File: src/rtl/conv_window_buf.sv
// K_H x K_W sliding-window register between the line-buffer column reader and the MAC array.
// Takes one column per handshake, shifts in either scan direction and emits a window every STRIDE columns.
module conv_window_buf #(
    parameter int DW     = 8,
    parameter int K_H    = 3,
    parameter int K_W    = 3,
    parameter int STRIDE = 1
) (
    input  logic                  clk,
    input  logic                  rst_n,
    input  logic                  clr,
    input  logic                  in_valid,
    output logic                  in_ready,
    input  logic                  in_sol,
    input  logic                  in_dir,
    input  logic [K_H*DW-1:0]     in_col,
    output logic                  out_valid,
    input  logic                  out_ready,
    output logic                  out_sol,
    output logic [K_H*K_W*DW-1:0] out_win
);

    localparam int CW = $clog2(K_W + 1);
    localparam int WW = K_H * K_W * DW;
    localparam logic [CW-1:0] NCOL_FULL  = CW'(K_W);
    localparam logic [CW-1:0] PHASE_LAST = CW'(STRIDE - 1);

    logic [WW-1:0] win_q, win_d, win_shift;
    logic [CW-1:0] ncol_q, ncol_d, ncol_acc;
    logic [CW-1:0] phase_q, phase_d, phase_acc;
    logic          dir_q, dir_d, eff_dir;
    logic          out_valid_q, out_valid_d;
    logic          out_sol_q, out_sol_d;
    logic          accept, drain, first_full;

    // The window register is the output, so it may only move once the held window is gone.
    assign in_ready = !out_valid_q || out_ready;
    assign accept   = in_valid && in_ready;
    assign drain    = out_valid_q && out_ready;
    assign eff_dir  = in_sol ? in_dir : dir_q;

    // Shift toward the far side of the scan so c=0 stays spatially leftmost either way.
    always_comb begin
        // NOTE: every combinational output gets a default first so no path can infer a latch.
        win_shift = win_q;
        for (int r = 0; r < K_H; r++) begin
            if (!eff_dir) begin
                for (int c = 0; c < K_W - 1; c++)
                    win_shift[(r*K_W + c)*DW +: DW] = win_q[(r*K_W + c + 1)*DW +: DW];
                win_shift[(r*K_W + K_W - 1)*DW +: DW] = in_col[r*DW +: DW];
            end else begin
                for (int c = 1; c < K_W; c++)
                    win_shift[(r*K_W + c)*DW +: DW] = win_q[(r*K_W + c - 1)*DW +: DW];
                win_shift[(r*K_W)*DW +: DW] = in_col[r*DW +: DW];
            end
        end
    end

    // Column count and stride phase as they would be after an accept this cycle.
    always_comb begin
        ncol_acc   = '0;
        phase_acc  = '0;
        first_full = 1'b0;
        if (in_sol)
            ncol_acc = CW'(1);
        else if (ncol_q == NCOL_FULL)
            ncol_acc = NCOL_FULL;
        else
            ncol_acc = ncol_q + CW'(1);

        first_full = (ncol_acc == NCOL_FULL) && (in_sol || (ncol_q != NCOL_FULL));

        if ((ncol_q == NCOL_FULL) && !in_sol)
            phase_acc = (phase_q == PHASE_LAST) ? '0 : phase_q + CW'(1);
    end

    always_comb begin
        win_d       = win_q;
        ncol_d      = ncol_q;
        phase_d     = phase_q;
        dir_d       = dir_q;
        out_valid_d = out_valid_q;
        out_sol_d   = out_sol_q;
        if (clr) begin
            // A beat arriving with clr is dropped; pixel data is left alone and masked by ncol.
            ncol_d      = '0;
            phase_d     = '0;
            out_valid_d = 1'b0;
            out_sol_d   = 1'b0;
        end else if (accept) begin
            win_d       = win_shift;
            ncol_d      = ncol_acc;
            phase_d     = phase_acc;
            dir_d       = eff_dir;
            out_valid_d = (ncol_acc == NCOL_FULL) && (phase_acc == '0);
            out_sol_d   = first_full;
        end else if (drain) begin
            out_valid_d = 1'b0;
            out_sol_d   = 1'b0;
        end
    end

    always_ff @(posedge clk or negedge rst_n) begin
        if (!rst_n) begin
            // NOTE: the window is a plain flop bank, not a RAM, so clearing it on reset is cheap and required.
            win_q       <= '0;
            ncol_q      <= '0;
            phase_q     <= '0;
            dir_q       <= 1'b0;
            out_valid_q <= 1'b0;
            out_sol_q   <= 1'b0;
        end else begin
            // NOTE: non-blocking updates so all state moves together on the edge.
            win_q       <= win_d;
            ncol_q      <= ncol_d;
            phase_q     <= phase_d;
            dir_q       <= dir_d;
            out_valid_q <= out_valid_d;
            out_sol_q   <= out_sol_d;
        end
    end

    assign out_valid = out_valid_q;
    assign out_sol   = out_sol_q;
    assign out_win   = win_q;

endmodule

File: config.mk
export PLATFORM = sky130hd
export DESIGN_NAME = conv_window_buf
export DESIGN_NICKNAME = d
export VERILOG_FILES = /design/src/rtl/conv_window_buf.sv
export SDC_FILE = /design/constraint.sdc
export NUM_CORES = 1
export LEC_CHECK = 0
export ABC_CLOCK_PERIOD_IN_PS = 3600
export CELL_PAD_IN_SITES_DETAIL_PLACEMENT = 1
export CELL_PAD_IN_SITES_GLOBAL_PLACEMENT = 2
export CORE_AREA = 2 2 108 110
export DETAILED_ROUTE_END_ITERATION = 6
export DIE_AREA = 0 0 110 112
export GPL_TIMING_DRIVEN = 0
export PLACE_DENSITY = 0.92
export SYNTH_ARGS = -nofsm -noshare
export SYNTH_HDL_FRONTEND = slang
export SYNTH_SLANG_ARGS = --single-unit
File: constraint.sdc
create_clock -name clk -period 3.6 [get_ports clk]
set_input_delay 0.72 -clock clk [delete_from_list [all_inputs] [get_ports clk]]
set_output_delay 0.72 -clock clk [all_outputs]
set_load 0.03 [all_outputs]
Word level (Yosys, flattened, before mapping)

Index checks and enable logic that the tools add are counted.

Register bits after elaboration: 79
Input bits: 31
Output and inout bits: 75
Logic and storage cells: 43

Add/subtract/negate cells: 2
Equality and inequality tests: 3
Multiplexer cells: 17
Bitwise logic cells: 1
Reductions and logical operators: 14

Operators with widths:

| operator              | number |
|---|---|
| $mux W24              | 3 |
| $mux W2               | 8 |
| $mux W1               | 6 |
| $logic_and A1 B1 Y1   | 5 |
| $add A2 B1 Y2 const B | 2 |
| $eq A2 B2 Y1 const B  | 2 |
| $logic_not A2 Y1      | 2 |
| $reduce_bool A3 Y1    | 1 |
| $logic_not A1 Y1      | 2 |
| $logic_or A1 B1 Y1    | 2 |
| $ne A2 B2 Y1 const B  | 1 |
| $reduce_and A2 Y1     | 1 |
| $reduce_bool A2 Y1    | 1 |
| $not A1 Y1            | 1 |

Logic depth before layout (Yosys ltp)

Gate-level depths: netlist of run 1.

Depth in word-level cells: 7
Mapped depth: 5
Mapped depth without buffers: 5

Worst setup path after synthesis of run 1

OpenSTA, ideal clock, no wires.

Path kind: input to register
From: in in_sol
To: reg win_q[5], in the netlist out_win[5]
Setup time: 0.125 ns
Arrival time: 1.873 ns
Slack: 1.602 ns
Cell stages on the path: 4
Cells stage by stage: mux2i_4 -> buf_6 -> mux2_2 -> mux2_4

Word-level cells in the longest chain between the ends: 2

RTL lines:

| element                | line | source |
|---|---|---|
| start: declaration     | 14   | `input logic in_sol,` |
| $mux W1                | 40   | `assign eff_dir = in_sol ? in_dir : dir_q;` |
| $mux W24               | 47   | `if (!eff_dir) begin` |
| end signal: assignment | 114  | `win_q <= win_d;` |
| end: declaration       | 28   | `logic [WW-1:0] win_q, win_d, win_shift;` |

Every way passes these cells.
A chain may end at the register's enable or synchronous reset.

Final worst setup path of run 1

From: in out_ready
To: out in_ready

Word-level cells in the longest chain between the ends: 1

RTL lines:

| element            | line | source |
|---|---|---|
| start: declaration | 18   | `input logic out_ready,` |
| $logic_or A1 B1 Y1 | 37   | `assign in_ready = !out_valid_q \|\| out_ready;` |
| end: declaration   | 13   | `output logic in_ready,` |

Every way passes these cells.

==> results.md, run 1 <==
- Pwr per Cell Area: 904 mW/mm^2
- CTS Hold Bufs: 0
- Main area contributors after synthesis: sky130_fd_sc_hd__dfrtp_1, sky130_fd_sc_hd__mux2_2, sky130_fd_sc_hd__mux2_1
- Startpoint type of the worst setup path: primary input
- Area share of the leading cell type in the synthesized netlist: 49.9%
- Total of buffers placed on input and output ports: 105
- Leading cell type by number of instances after synthesis: sky130_fd_sc_hd__dfrtp_1
- Die span in x: 110 um
- Netlist area before placement: 0.00396 sq mm
- Diode insertion count for antenna repair: 0
- Critical path startpoint: out_ready
- Average instance area after synthesis: 15.0 sq um
- Avg WL per Cell: 18.3 um
- Cell types with the highest counts after synthesis: sky130_fd_sc_hd__dfrtp_1, sky130_fd_sc_hd__mux2_2, sky130_fd_sc_hd__mux2_1
- ANT nets after route: 0
- R2R setup slack: between 1.5 and 2 ns
- Initial detailed-routing violation count: 49
- Routability Congestion: 0.717
- Total iterations of the first detailed-routing run: 3
- Most area-hungry cell type in the Yosys netlist: sky130_fd_sc_hd__dfrtp_1
- Setup skew after layout: 0.00659 ns
- Max-cap violations: 0
- Post-CTS Repair Setup Buffers: 0
- Count of different cell masters after synthesis: 25
- Smallest setup slack after layout: 0.724 ns
- Sink Count: 79
- Met2 track demand over resource: 25.5%
- Largest driver fanout on the critical path: 3
- Clock tree from TritonCTS: built
- Total count of hold-check failures in the final report: 0
- Post-synth EDFFs: 0
- Tightest Hold Check Type: in -> async
- Cells after Synth: 264
- Global Route met1 Usage: 22.1%
- Deepest clock path buffer count: 2
- Total length of routed wires: 9.64 mm
- Required time of the critical path: between 2 and 3 ns
- Fraction of final layout cells sized beyond drive strength 1: 31.2%
- TritonCTS buffer count: 9
- Max VDD drop: 435 uV
- Number of nets produced by synthesis: 296
- Top_reg_cell synth: sky130_fd_sc_hd__dfrtp_1
- Setup repair after global routing missed its margin: false
- Standard cell area after detailed placement: 0.00521 sq mm
- Y dimension of the die: between 100 and 150 um
- H-Tree Level Count: 3
- Summed area of non-filler cells in the final layout: approximately 0.0055 sq mm
- Total gr overflow: 0
- Clock-pin slew of the registers on the worst-case setup and hold paths: 0.06 ns
- Sequential fraction of the synthesis area: 49.9%
- Busiest layer in global routing: met2
- Post-detailed-route DRC marker count: 0
- Capture instance of the worst register-to-register path: out_win[21]$_DFFE_PN0P_
- Final-layout worst hold slack: approximately 0.37 ns
- Global routing usage on met3: about 4.2%
- Total of endpoints with negative setup slack in the final report: 0
- Antenna violations before repair: 0
- Total GRT Usage: 16.1%
- Seq pwr share: about a third
- Register bit count reported by yosys: 79
- Static leakage power: 2.30 nW
- Fraction of synthesis flops using an asynchronous set or reset pin: 100%
- Area enclosed by the die boundary: roughly 0.012 sq mm
- Number of gates given a new drive strength after cts: 0
- Placed wire-length estimate after detailed placement: roughly 7 mm
- Peak clock frequency supported by timing: 0.348 GHz
- Via/cell ratio: 4.98
- Switch Pwr: 0.00194 W
- Clk pwr share: around 17%
- Fin. max-slew vios: 0
- Number of top-level pins: 106
- CTS Root Buffer Type: sky130_fd_sc_hd__clkbuf_16
- Worst setup EP type: output port
- Clock latency at the later pin of the worst-skew pair: 0.33 ns
- Site Rows: 39
- Number of global-route vias before repair: approximately 2800
- Share of total power in combinational logic: 50.8%
- Post-route fraction of the period consumed by the critical path: 79.9%
- Number of cells on the worst reg-to-reg path: 5
- Worst EP arrival: 2.16 ns
- Number of nets at the end of the flow: 413
- Floorplan Core Area: 0.0112 sq mm
- Critical path class: in -> out
- Transition at the pin with the smallest max-transition slack: between 0.6 and 0.7 ns
- Final-layout fill cell count: 1161
- Pin count of the biggest net entering global routing: 41
- FF-to-FF Start: out_valid$_DFFE_PN0P_
- Total internal power: 0.00301 W
- Layout overhead on the synthesized area: 38.2%
- Vias post-DR: 2632
- Switching part of the total: 39.3%
- Initial cell density of the core: between 30 and 40%
- Global-route wire length before repair: 15.2 mm
- Max-slew headroom: 54.8%
- Tmin final: 2.88 ns
- Post-placement worst setup slack: 0.671 ns
- Synth warnings: 0
- Run status: finished clean
-- final cells by class --
cell class | instances | area, sq um | area share (%)
inverter | 6 | 22.5 | 0.411
tap | 143 | 179 | 3.27
sequential | 79 | 1980 | 36.1
clock inverter | 4 | 22.5 | 0.411
timing repair buffer | 106 | 1070 | 19.5
clock buffer | 11 | 243 | 4.43
multi-input combinational | 164 | 1850 | 33.7
buffer | 15 | 116 | 2.12
-- power groups by stage --
stage	combinational (W)	clock, W	sequential (W)
6_report	0.00251	0.000827	0.00161
5_1_grt	0.00264	0.000894	0.00167
3_5_place_dp	0.00253	0	0.00163
4_1_cts	0.00254	0.000849	0.00161
3_3_place_gp	0.00248	0	0.00160
2_1_floorplan	0.000772	0	0.00231
-- cell families (layout without fill, tap and decap cells) --
kind of cell               count (synthesis)  after routing  share of synthesized area, %
AOI/OAI and AO/OA                          8              8                          1.67
adders and majority gates                  1              1                         0.316
buffers and inverters                     21            142                          3.50
DFF                                       79             79                          49.9
muxes                                    146            146                          43.2
and+or+nand+nor                            9              9                          1.39
-- registers in the layout (all words and copies together), names as in the netlist --
signal / cells
out_win: 72
dir_q: 1
ncol_q: 2
phase_q: 2
out_valid: 1
out_sol: 1
-- placed cells by master (no fill, tap or decap), drive strengths merged --
master         instances
nand2                  1
nor3                   1
clkinv                 3
a22o                   2
dfrtp                 79
clkbuf                15
nor4                   1
buf                   13
clkinvlp               1
mux2                 144
nor2                   2
a32o                   3
nor2b                  1
clkdlybuf4s50        104
nand2b                 1
a21oi                  1
inv                    6
and3b                  1
o2bb2ai                1
or3                    1
o21ai                  1
ha                     1
mux2i                  2
-- worst max-delay path by stage --
stage | endpoint | slack [ns] | cells past startpoint
2_1_floorplan | out_win[5]$_DFFE_PN0P_ | 1.60 | 4
3_3_place_gp | out_win[64]$_DFFE_PN0P_ | -1.10 | 1
3_5_place_dp | out_win[39]$_DFFE_PN0P_ | 0.67 | 5
4_1_cts | in_ready | 0.75 | 4
5_1_grt | in_ready | 0.68 | 4
6_report | in_ready | 0.72 | 4
-- through the flow --
step	power, W	cells	setup TNS [ns]	utilization (%)
after floorplan	0.00308	264	0	-
after global placement	0.00408	512	-86.45	46.5
after detailed placement	0.00416	513	0	46.6
after CTS	0.00501	528	0	49.0
after global routing	0.00521	528	0	49.0
final	0.00495	528	0	49.0
-- metal layers --
layer / wire length [um] / share of wire (%) / up-vias
met2: 4640 / 48 / 67
met4: 89 / 0.92 / 0
met5: 0 / 0 / -
met1: 4440 / 46 / 1355
li1: - / - / 1203
met3: 475 / 4.9 / 7
-- critical path, cell delays in order --
cell and delay, ns:
sky130_fd_sc_hd__clkdlybuf4s50_1 0.43, sky130_fd_sc_hd__nor2b_1 0.26, sky130_fd_sc_hd__inv_1 0.13, sky130_fd_sc_hd__clkdlybuf4s50_1 0.61
No activity file was read; power rests on OpenSTA's default activity.
==> run 2: changes to the inputs <==
==> config.mk (replaced) <==
export PLATFORM = sky130hd
export DESIGN_NAME = conv_window_buf
export DESIGN_NICKNAME = d
export VERILOG_FILES = /design/src/rtl/conv_window_buf.sv
export SDC_FILE = /design/constraint.sdc
export NUM_CORES = 1
export LEC_CHECK = 0
export ABC_CLOCK_PERIOD_IN_PS = 2950
export CELL_PAD_IN_SITES_DETAIL_PLACEMENT = 1
export CELL_PAD_IN_SITES_GLOBAL_PLACEMENT = 2
export CORE_AREA = 2 2 113 115
export DETAILED_ROUTE_END_ITERATION = 6
export DIE_AREA = 0 0 115 117
export GPL_TIMING_DRIVEN = 0
export PLACE_DENSITY = 0.86
export SYNTH_ARGS = -nofsm -noshare
export SYNTH_HDL_FRONTEND = slang
export SYNTH_SLANG_ARGS = --single-unit
==> constraint.sdc (replaced) <==
create_clock -name clk -period 2.95 [get_ports clk]
set_input_delay 0.59 -clock clk [delete_from_list [all_inputs] [get_ports clk]]
set_output_delay 0.59 -clock clk [all_outputs]
set_load 0.03 [all_outputs]
==> results.md, run 2 (same netlist as run 1, synthesis figures left out) <==
- Summed area of non-filler cells in the final layout: 0.00556 sq mm (+1.5%)
- Final instance count without filler cells: 535 (+1.3%)
- Max FFs per register: 72 (unchanged)
- Global-route wire length before repair: 15.3 mm (+0.72%)
- Sink Count: 79 (unchanged)
- Fin. max-slew vios: 0 (unchanged)
- Pin count of the biggest net entering global routing: 45 (+9.8%)
- Post-CTS Repair Setup Buffers: 0 (unchanged)
- Fraction of final layout cells sized beyond drive strength 1: 31.4% (+0.26 points)
- H-Tree Level Count: 3 (unchanged)
- Clk pwr share: 19.7% (+3.0 points)
- Via/cell ratio: 4.87 (-2.3%)
- Capture instance of the worst register-to-register path: out_win[15]$_DFFE_PN0P_
- Worst setup EP type: output port
- Diode insertion count for antenna repair: 0 (unchanged)
- Clock latency at the later pin of the worst-skew pair: 0.33 ns (about the same)
- Highest-count cells in the layout ignoring fill and taps: sky130_fd_sc_hd__clkdlybuf4s50_1, sky130_fd_sc_hd__dfrtp_1, sky130_fd_sc_hd__mux2_2, sky130_fd_sc_hd__mux2_1, sky130_fd_sc_hd__mux2_4
- Largest driver fanout on the critical path: 3 (unchanged)
- Placed wire-length estimate after detailed placement: 6.65 mm (-2.6%)
- ANT nets after route: 0 (unchanged)
- Max-slew headroom: 52.5% (-2.2 points)
- Seq pwr share: 31.5% (-1.0 points)
- Total GRT Usage: 14.8% (-1.4 points)
- Total internal power: 0.00389 W (+29%)
- Clock-pin slew of the registers on the worst-case setup and hold paths: 0.06 ns (about the same)
- FF-to-FF Start: out_valid$_DFFE_PN0P_
- Transition at the pin with the smallest max-transition slack: 0.712 ns (+0.0336 ns)
- Site Rows: 41 (+5.1%)
- Routability Congestion: 0.696 (-2.9%)
- Deepest clock path buffer count: 2 (unchanged)
- Total gr overflow: 0 (unchanged)
- Worst EP arrival: 1.97 ns (-0.19 ns)
- Floorplan Core Area: 0.0123 sq mm (+10%)
- Number of top-level pins: 106 (unchanged)
- CTS Root Buffer Type: sky130_fd_sc_hd__clkbuf_16
- Total length of routed wires: 9.49 mm (-1.6%)
- Setup skew after layout: 0.00699 ns (+0.000408 ns)
- Final-layout worst hold slack: 0.227 ns (-0.141 ns)
- Final-layout fill cell count: 1276 (+9.9%)
- Total of buffers placed on input and output ports: 105 (unchanged)
- Tot Pwr: 0.00624 W (+26%)
- Total of endpoints with negative setup slack in the final report: 0 (unchanged)
- Utilization after layout: 45.2% (-3.9 points)
- Area enclosed by the die boundary: 0.0135 sq mm (+9.2%)
- Die span in x: 115 um (+4.5%)
- Number of global-route vias before repair: 2815 (+0.93%)
- Area occupied by multi-input gates: 0.00185 sq mm (unchanged)
- Switching part of the total: 37.6% (-1.6 points)
- Startpoint type of the worst setup path: primary input
- Number of gates given a new drive strength after cts: 0 (unchanged)
- Required time of the critical path: 2.36 ns (-0.52 ns)
- Post-detailed-route DRC marker count: 0 (unchanged)
- Cells after DPL: 520 (+1.4%)
- Y dimension of the die: 117 um (+4.5%)
- Layout overhead on the synthesized area: 40.2%
- Vias post-DR: 2606 (-0.99%)
- Post-route fraction of the period consumed by the critical path: 86.9%
- Number of cells on the worst reg-to-reg path: 5 (unchanged)
- Tmin final: 2.56 ns
- Total count of hold-check failures in the final report: 0 (unchanged)
- Share of total power in combinational logic: 48.8% (-2.0 points)
- Standard cell area after detailed placement: 0.00523 sq mm (+0.31%)
- Total iterations of the first detailed-routing run: 4 (+1)
- Tightest Hold Check Type: in -> async
- Avg WL per Cell: 17.7 um (-2.9%)
- Max VDD drop: 531 uV (+22%)
- CTS Hold Bufs: 0 (unchanged)
- Switch Pwr: 0.00235 W (+21%)
- Antenna violations before repair: 0 (unchanged)
- Run status: finished clean
- Critical path class: in -> out
- Static leakage power: 2.34 nW (+1.6%)
- Clock tree from TritonCTS: built
- R2R setup slack: 0.87 ns (-0.65 ns)
- Max-cap violations: 0 (unchanged)
- Setup repair after global routing missed its margin: false
- Initial cell density of the core: 32.2% (-3.3 points)
- Sequential standard cell area: 0.00198 sq mm (unchanged)
- TritonCTS buffer count: 9 (unchanged)
- Leading cell type in the layout, fill and taps excluded: sky130_fd_sc_hd__clkdlybuf4s50_1
- Pwr per Cell Area: 1120 mW/mm^2 (+24%)
- Initial detailed-routing violation count: 60 (+22%)
- Peak clock frequency supported by timing: approximately 0.4 GHz
- Number of nets at the end of the flow: 413 (unchanged)
==> run 2: area by class of cell <==
class / instances / area share (%)
Buffer: 15 / 2.09
Tap cell: 150 / 3.38
Timing Repair Buffer: 106 / 19.4
Clock buffer: 12 / 4.79
Sequential cell: 79 / 35.6
Inverter: 6 / 0.405
Clock inverter: 3 / 1.17
Multi-Input combinational cell: 164 / 33.2
==> run 2: how the worst max path moves through the flow <==
stage,from,endpoint,depth (start not counted)
floorplan,in_sol,out_win[5]$_DFFE_PN0P_,4
global placement,rst_n,out_win[18]$_DFFE_PN0P_,1
detailed placement,in_valid,out_win[22]$_DFFE_PN0P_,6
CTS,out_ready,in_ready,4
global route,out_ready,in_ready,4
finish,out_ready,in_ready,4
==> run 2: power by group through the flow <==
stage	clock network (W)	logic [W]	registers, W
after detailed placement	0	0.00307	0.00198
after CTS	0.00127	0.00308	0.00197
after floorplan	0	0.000942	0.00282
after global routing	0.00131	0.00322	0.00205
final	0.00123	0.00304	0.00196
after global placement	0	0.00302	0.00196
==> run 2: layer usage <==
metal	global-route usage [%]	part of all wire, %
met1	20.2	47
met3	2.78	4.3
met2	23.6	48
met5	0	0
met4	5.06	0.74
==> run 2: through the flow <==
| stage | worst slack (ns) | setup TNS (ns) |
|---|---|---|
| after floorplan | 1.08 | 0 |
| after global placement | -1.65 | -129.41 |
| after detailed placement | 0.150 | 0 |
| after CTS | 0.405 | 0 |
| after global routing | 0.316 | 0 |
| final | 0.388 | 0 |
==> run 2: worst max-delay path: stages <==
cell and delay [ns]:
sky130_fd_sc_hd__clkdlybuf4s50_1 0.42, sky130_fd_sc_hd__nor2b_1 0.25, sky130_fd_sc_hd__inv_1 0.11, sky130_fd_sc_hd__clkdlybuf4s50_1 0.61
==> run 3: changes to the inputs <==
==> constraint.sdc (replaced) <==
create_clock -name clk -period 2.95 [get_ports clk]
set_input_delay 0.59 -clock clk [delete_from_list [all_inputs] [get_ports clk]]
set_output_delay 0.59 -clock clk [all_outputs]
set_load 0.005 [all_outputs]
==> results of run 3 <==
The final DEF is identical to that of run 2. Status: finished clean.
Main changes from that run: setup slack after layout 0.388 ns -> 0.532 ns; start point of the critical path out_ready -> in_sol; end point of the critical path in_ready -> out_win[38]$_DFFE_PN0P_; total power 0.00624 W -> 0.00533 W; worst IR drop on VDD 531 uV -> 421 uV
==> variant (config.mk and constraints of run 3) <==
The parameter `K_H` goes from 3 to 2.
--- a/src/rtl/conv_window_buf.sv
+++ b/src/rtl/conv_window_buf.sv
@@ -4,3 +4,3 @@
     parameter int DW     = 8,
-    parameter int K_H    = 3,
+    parameter int K_H    = 2,
     parameter int K_W    = 3,
Interface: changed (resized in_col and out_win); port bits go from 106 to 74. No check against the original RTL was run, so the function may have changed too.
==> variant against run 3 <==
Worst setup slack lost 5.0 ps. Cell area fell by 32%. Wire length fell by 26%. Via count shrank 29%. Area after synthesis shrank 32%. First-iteration DRC count fell by 72%. Sequential share of layout area increased by 0.83 points. Sequential power is 31% lower. Power fell by 36%. Sequential cell count fell by 24. Count of clock-buffer cells in the layout is 4 lower. Register-to-register slack gained 110 ps. Core utilization fell by 14 points. Critical endpoint is now in_ready.
==> variant: results (changes against run 3) <==
stage,metric,value,unit,change
yosys,synth_top_area_share,51.1,%,was 49.9%
clock_tree,cts_max_level,2,,was 3
global_route,grtUsageMet2,18.4,%,was 23.6%
setup_path,slowest_delay,460,ps,was 590 ps
finish,num-fill-cells,1342,,was 1276
placed_design,hpwl,5080,um,was 6650 um
route,wl_met2,3530,um,was 4540 um
setup_path,critPathMaxFanout,3,,was 10
route,wl_met3,277,um,was 404 um
yosys,synthTopCellsByArea,"dfrtp_1 51%, mux2_2 36%, mux2_1 3.8%",,"was dfrtp_1 50%, mux2_2 21%, mux2_1 15%"
finish,fin_nets,292,,was 413
route,wl_per_cell,16.8,um,was 17.7 um
global_route,grt_usage,10.8,%,was 14.8%
setup_path,cp.arrival,1830,ps,was 2630 ps
power_and_ir_drop,p_leak,1.55,nW,was 2.34 nW
sta,worst_pin_slew,648,ps,was 712 ps
setup_path,critPathTopFamily,buffers and inverters,,was multiplexers
route,drtIter0Drc,17,,was 60
run_status,status,completed,,unchanged
power_and_ir_drop,max-vdd-ir-drop,300,uV,was 421 uV
sta,fin_worst_skew,5.14,ps,was 6.99 ps
global_route,use_met3,2.73,%,was 2.78%
global_route,grt_max_degree,31,,was 45
yosys,synth_seq_area_share,51.1,%,was 49.9%
power_and_ir_drop,internal-power,2.44,mW,was 3.88 mW
global_route,grt_pass1_wl,11100,um,was 15300 um
placed_design,io_buffer_count,73,,was 105
route,met1Wirelength,3190,um,was 4480 um
finish,drive_gt1_share,39.8,%,was 31.4%
yosys,synth_cell_type_count,22,,was 25
clock_tree,cts_buffers,5,,was 9
variant: cells by family after synthesis:
group | Yosys count | synth area share, %
buf+inv | 16 | 3.02
compound gates | 8 | 2.46
fa+ha+maj | 1 | 0.465
mux | 98 | 40.9
simple gates | 9 | 2.05
flops | 55 | 51.1
variant: worst paths after layout:
check,cells past startpoint,start,slack (ps),to
worst max-delay path,4,out_ready,530,in_ready
worst min-delay path,1,rst_n,310,out_win[44]$_DFFE_PN0P_
worst max register to register,4,out_valid$_DFFE_PN0P_,980,out_win[13]$_DFFE_PN0P_
worst min register to register,1,phase_q[0]$_DFFE_PN0P_,500,phase_q[0]$_DFFE_PN0P_
max in group asynchronous,2,rst_n,2050,out_win[9]$_DFFE_PN0P_
min in group clk,1,phase_q[0]$_DFFE_PN0P_,500,phase_q[0]$_DFFE_PN0P_
variant: through the flow:
step                hold slack (ps)  setup WS, ps  std cells
floorplan                       294          1090        187
global placement                476          -532        410
detailed placement              488           208        411
CTS                             333           506        419
global route                    350           393        419
finish                          307           527        419
variant: power by group through the flow:
stage | clock network (mW) | logic, mW | registers, mW
after detailed placement | 0 | 1.45 | 1.36
after floorplan | 0 | 0.619 | 1.32
after global placement | 0 | 1.41 | 1.34
after CTS | 0.659 | 1.45 | 1.35
after global routing | 0.692 | 1.54 | 1.40
final | 0.639 | 1.42 | 1.35
variant: final cells by class:
class / count / area (um^2) / share of cell area (%)
multi-input cells: 116 / 1230 / 32.6
plain buffers: 10 / 58.8 / 1.55
inverters: 6 / 22.5 / 0.595
well taps: 150 / 188 / 4.96
repair buffers: 74 / 746 / 19.7
flip-flops and latches: 55 / 1380 / 36.4
clock buffers: 8 / 156 / 4.13
